$ cat config.mk
export PLATFORM = sky130hd
export DESIGN_NAME = mem_wb_stage
export DESIGN_NICKNAME = d
export VERILOG_FILES = /design/src/rtl/mem_wb_stage_pkg.sv /design/src/rtl/mem_wb_stage_load_extend.sv /design/src/rtl/mem_wb_stage.sv
export SDC_FILE = /design/constraint.sdc
export NUM_CORES = 1
export LEC_CHECK = 0
export ABC_CLOCK_PERIOD_IN_PS = 2300
export CORE_MARGIN = 5
export CORE_UTILIZATION = 44
export CTS_CLUSTER_DIAMETER = 100
export DETAILED_ROUTE_END_ITERATION = 10
export PLACE_DENSITY = 0.82
export SLEW_MARGIN = 15
export SYNTH_ARGS = -nofsm -noshare
export SYNTH_HDL_FRONTEND = slang
export SYNTH_HIERARCHICAL = 1
export SYNTH_SLANG_ARGS = --single-unit
export TNS_END_PERCENT = 30
$ cat constraint.sdc
create_clock -name clk -period 2.3 [get_ports clk]
set_input_delay 0.575 -clock clk [delete_from_list [all_inputs] [get_ports clk]]
set_output_delay 0.575 -clock clk [all_outputs]
set_load 0.02 [all_outputs]
$ cat src/rtl/mem_wb_stage_pkg.sv
// Shared encodings for write-back source select and load type,
// common to the decoder, MEM stage and WB stage.
package mem_wb_stage_pkg;

   localparam logic [1:0] WDSEL_ALU = 2'd0;
   localparam logic [1:0] WDSEL_MEM = 2'd1;
   localparam logic [1:0] WDSEL_PC4 = 2'd2;

   localparam logic [2:0] DM_LW  = 3'd0;
   localparam logic [2:0] DM_LH  = 3'd1;
   localparam logic [2:0] DM_LB  = 3'd2;
   localparam logic [2:0] DM_LHU = 3'd3;
   localparam logic [2:0] DM_LBU = 3'd4;

endpackage

$ cat src/rtl/mem_wb_stage_load_extend.sv
// Load byte/halfword extraction with sign/zero extension from an aligned word.
// Unknown load types return the whole word.
module load_extend
   import mem_wb_stage_pkg::*;
(
   input  logic [2:0]  dmtype,
   input  logic [1:0]  off,
   input  logic [31:0] word,
   output logic [31:0] data32
);

   logic [15:0] w_half;
   logic [7:0]  w_byte;

   always_comb begin
      w_half = off[1] ? word[31:16] : word[15:0];
      w_byte = word[7:0];
      unique case (off)
         2'd0: w_byte = word[7:0];
         2'd1: w_byte = word[15:8];
         2'd2: w_byte = word[23:16];
         2'd3: w_byte = word[31:24];
         default: w_byte = word[7:0];
      endcase
   end

   always_comb begin
      data32 = word;
      case (dmtype)
         DM_LH:   data32 = {{16{w_half[15]}}, w_half};
         DM_LHU:  data32 = {16'h0000, w_half};
         DM_LB:   data32 = {{24{w_byte[7]}}, w_byte};
         DM_LBU:  data32 = {24'h000000, w_byte};
         default: data32 = word;
      endcase
   end

endmodule

$ cat src/rtl/mem_wb_stage.sv
// MEM/WB pipeline register, write-back mux, register-file write port,
// WB bypass outputs and retired-instruction counter.
module mem_wb_stage
   import mem_wb_stage_pkg::*;
#(
   parameter int unsigned INSTRET_W = 64
) (
   input  logic                 clk,
   input  logic                 rst,
   input  logic                 hold,
   input  logic                 flush,
   input  logic                 mem_valid,
   input  logic                 mem_regwrite,
   input  logic [4:0]           mem_rd,
   input  logic [1:0]           mem_wdsel,
   input  logic [2:0]           mem_dmtype,
   input  logic [31:0]          mem_alu_out,
   input  logic [31:0]          mem_rdata,
   input  logic [31:0]          mem_pc,
   output logic                 rf_wr,
   output logic [4:0]           rf_a3,
   output logic [31:0]          rf_wd,
   output logic                 fwd_valid,
   output logic [4:0]           fwd_rd,
   output logic [31:0]          fwd_data,
   output logic [INSTRET_W-1:0] instret
);

   logic                 r_wb_valid;
   logic                 r_wb_new;
   logic                 r_wb_regwrite;
   logic [4:0]           r_wb_rd;
   logic [1:0]           r_wb_wdsel;
   logic [2:0]           r_wb_dmtype;
   logic [31:0]          r_wb_alu_out;
   logic [31:0]          r_wb_rdata;
   logic [31:0]          r_wb_pc;
   logic [INSTRET_W-1:0] r_instret;

   logic [31:0] w_load;
   logic [31:0] w_wd;
   logic        w_dest_ok;

   always_ff @(posedge clk) begin
      if (rst) begin
         r_wb_valid    <= 1'b0;
         r_wb_new      <= 1'b0;
         r_wb_regwrite <= 1'b0;
         r_wb_rd       <= 5'd0;
         r_wb_wdsel    <= 2'd0;
         r_wb_dmtype   <= 3'd0;
         r_wb_alu_out  <= 32'd0;
         r_wb_rdata    <= 32'd0;
         r_wb_pc       <= 32'd0;
         r_instret     <= '0;
      end else begin
         // Count the instruction leaving WB this cycle, regardless of flush/hold.
         if (r_wb_valid && r_wb_new) begin
            r_instret <= r_instret + INSTRET_W'(1);
         end
         if (flush) begin
            r_wb_valid <= 1'b0;
            r_wb_new   <= 1'b0;
         end else if (hold) begin
            r_wb_new   <= 1'b0;
         end else begin
            r_wb_valid    <= mem_valid;
            r_wb_new      <= mem_valid;
            r_wb_regwrite <= mem_regwrite;
            r_wb_rd       <= mem_rd;
            r_wb_wdsel    <= mem_wdsel;
            r_wb_dmtype   <= mem_dmtype;
            r_wb_alu_out  <= mem_alu_out;
            r_wb_rdata    <= mem_rdata;
            r_wb_pc       <= mem_pc;
         end
      end
   end

   load_extend u_load_extend (
      .dmtype (r_wb_dmtype),
      .off    (r_wb_alu_out[1:0]),
      .word   (r_wb_rdata),
      .data32 (w_load)
   );

   always_comb begin
      w_wd = r_wb_alu_out;
      case (r_wb_wdsel)
         WDSEL_MEM: w_wd = w_load;
         WDSEL_PC4: w_wd = r_wb_pc + 32'd4;
         default:   w_wd = r_wb_alu_out;
      endcase
   end

   assign w_dest_ok = r_wb_valid & r_wb_regwrite & (r_wb_rd != 5'd0);

   // Bypass stays valid across hold; the write itself fires only once.
   assign fwd_valid = w_dest_ok;
   assign fwd_rd    = r_wb_rd;
   assign fwd_data  = w_wd;
   assign rf_wr     = w_dest_ok & r_wb_new;
   assign rf_a3     = r_wb_rd;
   assign rf_wd     = w_wd;
   assign instret   = r_instret;

endmodule

-- Word level (Yosys, flattened, before mapping)
Index checks and enable logic that the tools add are counted.
- register bits: 173
- output and inout bits: 140
- word-level logic and storage cells: 36
- equality and inequality tests: 9
- reduce and logical (&&, ||, !) cells: 6
- multiplexer cells: 4
- $add $sub $neg: 2
- bitwise logic cells: 5
- operator list (operator ; count):
    32-bit one-hot mux with 4 select lines ; 1
    64-bit by 1-bit adder with 64-bit output, second input constant ; 1
    32-bit one-hot mux with 2 select lines ; 1
    32-bit by 3-bit adder with 32-bit output, second input constant ; 1
    8-bit one-hot mux with 4 select lines ; 1
    16-bit two-way mux ; 1
    2-bit equality test, second input constant ; 3
    3-bit by 2-bit equality test with 1-bit output, second input constant ; 2
    5-bit nonzero test ; 1
    2-bit by 1-bit equality test with 1-bit output, second input constant ; 2
    1-bit AND ; 3
    3-bit by 1-bit equality test with 1-bit output, second input constant ; 1
    3-bit equality test, second input constant ; 1
    3-bit OR reduction ; 1
    2-bit zero test ; 1
    1-bit inverter ; 2
    2-bit AND reduction ; 1
    2-bit OR reduction ; 1
    1-bit logical AND ; 1

-- Longest topological paths before layout
- word-level depth: 4
- gate-level depth with buffers: 10
- gate-level depth less buffers: 7

-- By module
The synthesis kept the hierarchy.
- by module, submodules not included (module ; times used ; area each (sq um) ; cells each ; seq. area each (sq um)):
    mem_wb_stage ; 1 ; 8261.7 ; 1083 ; 3463.3
    load_extend ; 1 ; 840.8 ; 127 ; 0.0

-- Worst setup path after synthesis
Ideal clock, no wire load.
- path type: register to output
- from: register r_wb_pc[4]
- to: output rf_wd[29]
- data required time: 1.725 ns
- slack: -0.534 ns
- data arrival time: 2.259 ns
- stages on the path, launching flop included: 8
- cells stage by stage: dfxtp_1 nand3_1 or4_1 clkbuf_1 nor4_2 xnor2_1 o221ai_1 buf_4
- cells in the longest elaborated chain, start to end: 2
- RTL lines (what ; line ; text):
    start: declaration ; mem_wb_stage.sv:37 ; logic [31:0] r_wb_pc;
    start signal: assignment ; mem_wb_stage.sv:75 ; r_wb_pc <= mem_pc;
    32-bit by 3-bit adder with 32-bit output ; mem_wb_stage.sv:91 ; WDSEL_PC4: w_wd = r_wb_pc + 32'd4;
    32-bit one-hot mux with 2 select lines ; mem_wb_stage.sv:89 ; case (r_wb_wdsel)
    end: declaration ; mem_wb_stage.sv:22 ; output logic [31:0] rf_wd,
Every way passes these cells.

-- Final worst setup path
- from: register r_wb_pc[12]
- to: output rf_wd[22]
The elaborated chain is that of the path after synthesis.

==> flow_summary.toml <==
[outcome]
status = "complete, but fails checks"
failed_checks = "setup timing"

[clocking]
cts_tree = "done"
htree_levels = 4
ctsLongestPathBuffers = 2
clk_transition_reported_paths_ns = 0.07
cts_inserted_buffers = 17
ctsRootBufferMaster = "clkbuf_16"
holdBufCountCts = 0
clkSinkCount = 173
clock_latency_ns = 0.43

[power]
power-per-cell-area_nw_per_um2 = 523
power.leakage_nw = 5.26
totalPowerFinal_mw = 7.31
peakVddDrop_mv = 0.479

[die]
coreArea_sq_um = 20300
core.rowCount = 52
start_util_pct = 44.8
die_area_sq_um = 23700
die-height_um = 154
chipWidth_um = 154
boundaryPins = 252

[synthesis]
synthFlopType = "dfxtp_1"
yosysSeqAreaShare_pct = 38.0
syn-num-nets = 1326
synth_cells = 1210
synth_edf_count = 0
synthArstFlopShare_pct = 0
syn-cell-area_sq_um = 9100
syn-mean-instance-area_sq_um = 7.52
ys_ff_latch = 173
netlist-cell-type-count = 54
yosysWarnings = 6

[global_routing]
antenna_violations_before_repair = 4
grt_max_degree = 76
grt_use_total_pct = 27.1
grt_first_pass_wirelength_um = 52400
gr-total-overflow = 0
grt_pass1_vias = 10204

[place]
dp_hpwl_um = 24000
placed_area_sq_um = 12900
io_buffers = 251
place_ws_ns = -0.612
place.gp.congestion = 1.00
placed_cells_incl_taps = 1788

[worst_setup_path]
timing.critical_path.to_type = "primary output"
worst_path_largest_cell_delay_ns = 0.66
worstPathRequired_ns = 1.73
critical_path.max_fanout = 6
r2r-end = "instret[47]$_SDFFE_PP0P_"
worstSetupPathType = "register to primary output"
regToRegStartpoint = "instret[5]$_SDFFE_PP0P_"
critPathSlowestCell = "or4_4"
r2r_worst_path_depth = 6
timing.reg2reg.setup_slack_ns = 0.12
critPathLaunchType = "register"
worst_ep_arrival_time_ns = 2.31
timing.critical_path.cells = "nand3_4 > or4_4 > nor3_4 > xnor2_2 > o221ai_2 > buf_4"

[timing]
setup_viol = 65
setup_slack_ns = -0.589
worst_slew_pin_slew_ns = 0.523
post-route-period-util_pct = 126
final_hold_fails = 0
timing.final.max_slew_violations = 0
final_hold_slack_ns = 0.457
period_minus_slack_ns = 2.89
worst_clock_skew_ns = 0.0123
rsz_0062_raised_after_global_routing = "yes"
fmax_mhz = 346
relSlewSlack_pct = 64.8

[worst_hold_path]
worst_hold_path.num_cells = 2
hold_path.startpoint = "r_wb_alu_out[2]$_SDFFE_PP0P_"
hold_path.class = "register to register"
whs_endpoint = "r_wb_alu_out[2]$_SDFFE_PP0P_"

[layout]
final_cell_mix = "312 x nand2_1, 186 x buf_4, 184 x clkdlybuf4s50_1, 156 x dfxtp_1, 139 x a21oi_1"
antenna_cells = 0
post-route-cell-area_sq_um = 14000
final-seq-area_sq_um = 3490
multi_input_comb_area_sq_um = 5600
layout.cells.non_filler = 1830
fillerInstances = 1558
areaGrowthSynthToFinish_pct = 53.6
layout_commonest_cell = "nand2_1"
final_layout_size_suffix_gt1_share_pct = 26.3
nNetsFinal = 1663

[drt]
detail-route-antenna-nets = 0
wl_per_cell_um = 18.6
drcViolationCount = 0
route.final.wire_length_um = 34100
vias = 10323
vias_per_cell = 5.64
first_drt_iteration_drcs = 669
drtPass1Iterations = 8

[flow_run]
drv_cap = 0
[metrics by stage]
step	TNS (ns)	utilization [%]
after floorplan	-3.98	-
after global placement	-33.00	63.7
after detailed placement	-33.38	63.7
after CTS	-29.53	67.5
after global routing	-34.96	68.9
final	-29.75	68.9
[power by group]
part	switching [mW]	internal, mW	total [mW]
clock network	1.28	1.71	2.99
registers	0.0650	3.08	3.15
logic	0.610	0.567	1.18
[metal layers]
layer	up-vias	wire length, um	track usage, %
met4	8	1440	10.6
met5	-	57	0
met2	490	17300	49.1
li1	4853	-	-
met3	105	2930	7.93
met1	4867	12300	29.8
[flip-flops by register name, summed over array words and instances (netlist names)]
name	flops
fwd_rd	5
instret	64
r_wb_alu_out	32
r_wb_dmtype	3
r_wb_new	1
r_wb_pc	32
r_wb_rdata	32
r_wb_regwrite	1
r_wb_valid	1
r_wb_wdsel	2
[area by class of cell]
type | instances | share of cell area [%]
flip-flops and latches | 173 | 25.0
well taps | 270 | 2.42
repair buffers | 425 | 27.2
clock inverters | 10 | 0.913
multi-input cells | 894 | 40.1
inverters | 36 | 0.967
clock buffers | 22 | 3.39
[critical path: cells and delay by family, from the launching register on]
kind                      cells  cell delay (ns)
buffers and inverters         1             0.19
AOI/OAI and AO/OA             1             0.25
DFF                           1             0.35
xor gates and xnor gates      1             0.11
and+or+nand+nor               3             0.97
[cell usage after synthesis (8+ instances only)]
| cell type | count | area [sq um] |
|---|---|---|
| a21oi_1 | 144 | 721 |
| and3_1 | 8 | 50.1 |
| o221ai_1 | 20 | 175 |
| a22oi_1 | 14 | 105 |
| xnor2_1 | 38 | 333 |
| nor3_1 | 18 | 90.1 |
| o31ai_1 | 10 | 75.1 |
| xor2_1 | 24 | 210 |
| nor4_1 | 14 | 87.6 |
| inv_1 | 35 | 131 |
| clkbuf_1 | 58 | 218 |
| buf_4 | 37 | 278 |
| dfxtp_1 | 173 | 3460 |
| mux4_2 | 8 | 180 |
| and2_1 | 9 | 56.3 |
| or3_1 | 17 | 106 |
| nand4_1 | 37 | 231 |
| nand3_1 | 41 | 205 |
| o21ai_0 | 44 | 220 |
| nor2_1 | 49 | 184 |
| buf_2 | 8 | 40.0 |
| or4_1 | 13 | 97.6 |
| nand2_1 | 315 | 1180 |
[what timing repair did]
| action | CTS | global route |
|---|---|---|
| setup buffers | 4 | 4 |
| resized for setup | 377 | 59 |
| pin swaps | 34 | 32 |
| cloned | 3 | 0 |
| endpoints found under the setup margin | 66 | 83 |
[how the worst max path moves through the flow]
| stage | from | cells after the start | end |
|---|---|---|---|
| 6_report | r_wb_pc[12]$_SDFFE_PP0P_ | 6 | rf_wd[22] |
| 5_1_grt | r_wb_pc[12]$_SDFFE_PP0P_ | 6 | fwd_data[22] |
| 4_1_cts | r_wb_pc[17]$_SDFFE_PP0P_ | 6 | fwd_data[29] |
| 3_5_place_dp | r_wb_pc[3]$_SDFFE_PP0P_ | 7 | rf_wd[25] |
| 3_3_place_gp | r_wb_pc[3]$_SDFFE_PP0P_ | 7 | fwd_data[25] |
| 2_1_floorplan | r_wb_pc[5]$_SDFFE_PP0P_ | 7 | rf_wd[29] |
[cell families after synthesis]
logic type                 after synthesis  synth area share (%)
and+or+nand+nor                        558                  29.1
adders and majority gates                5                 0.660
DFF                                    173                  38.0
AOI/OAI and AO/OA                      256                  16.1
buffers and inverters                  145                  7.78
muxes                                   11                  2.32
xor gates and xnor gates                62                  5.97
Note: power is estimated with default switching activity, not from simulation.
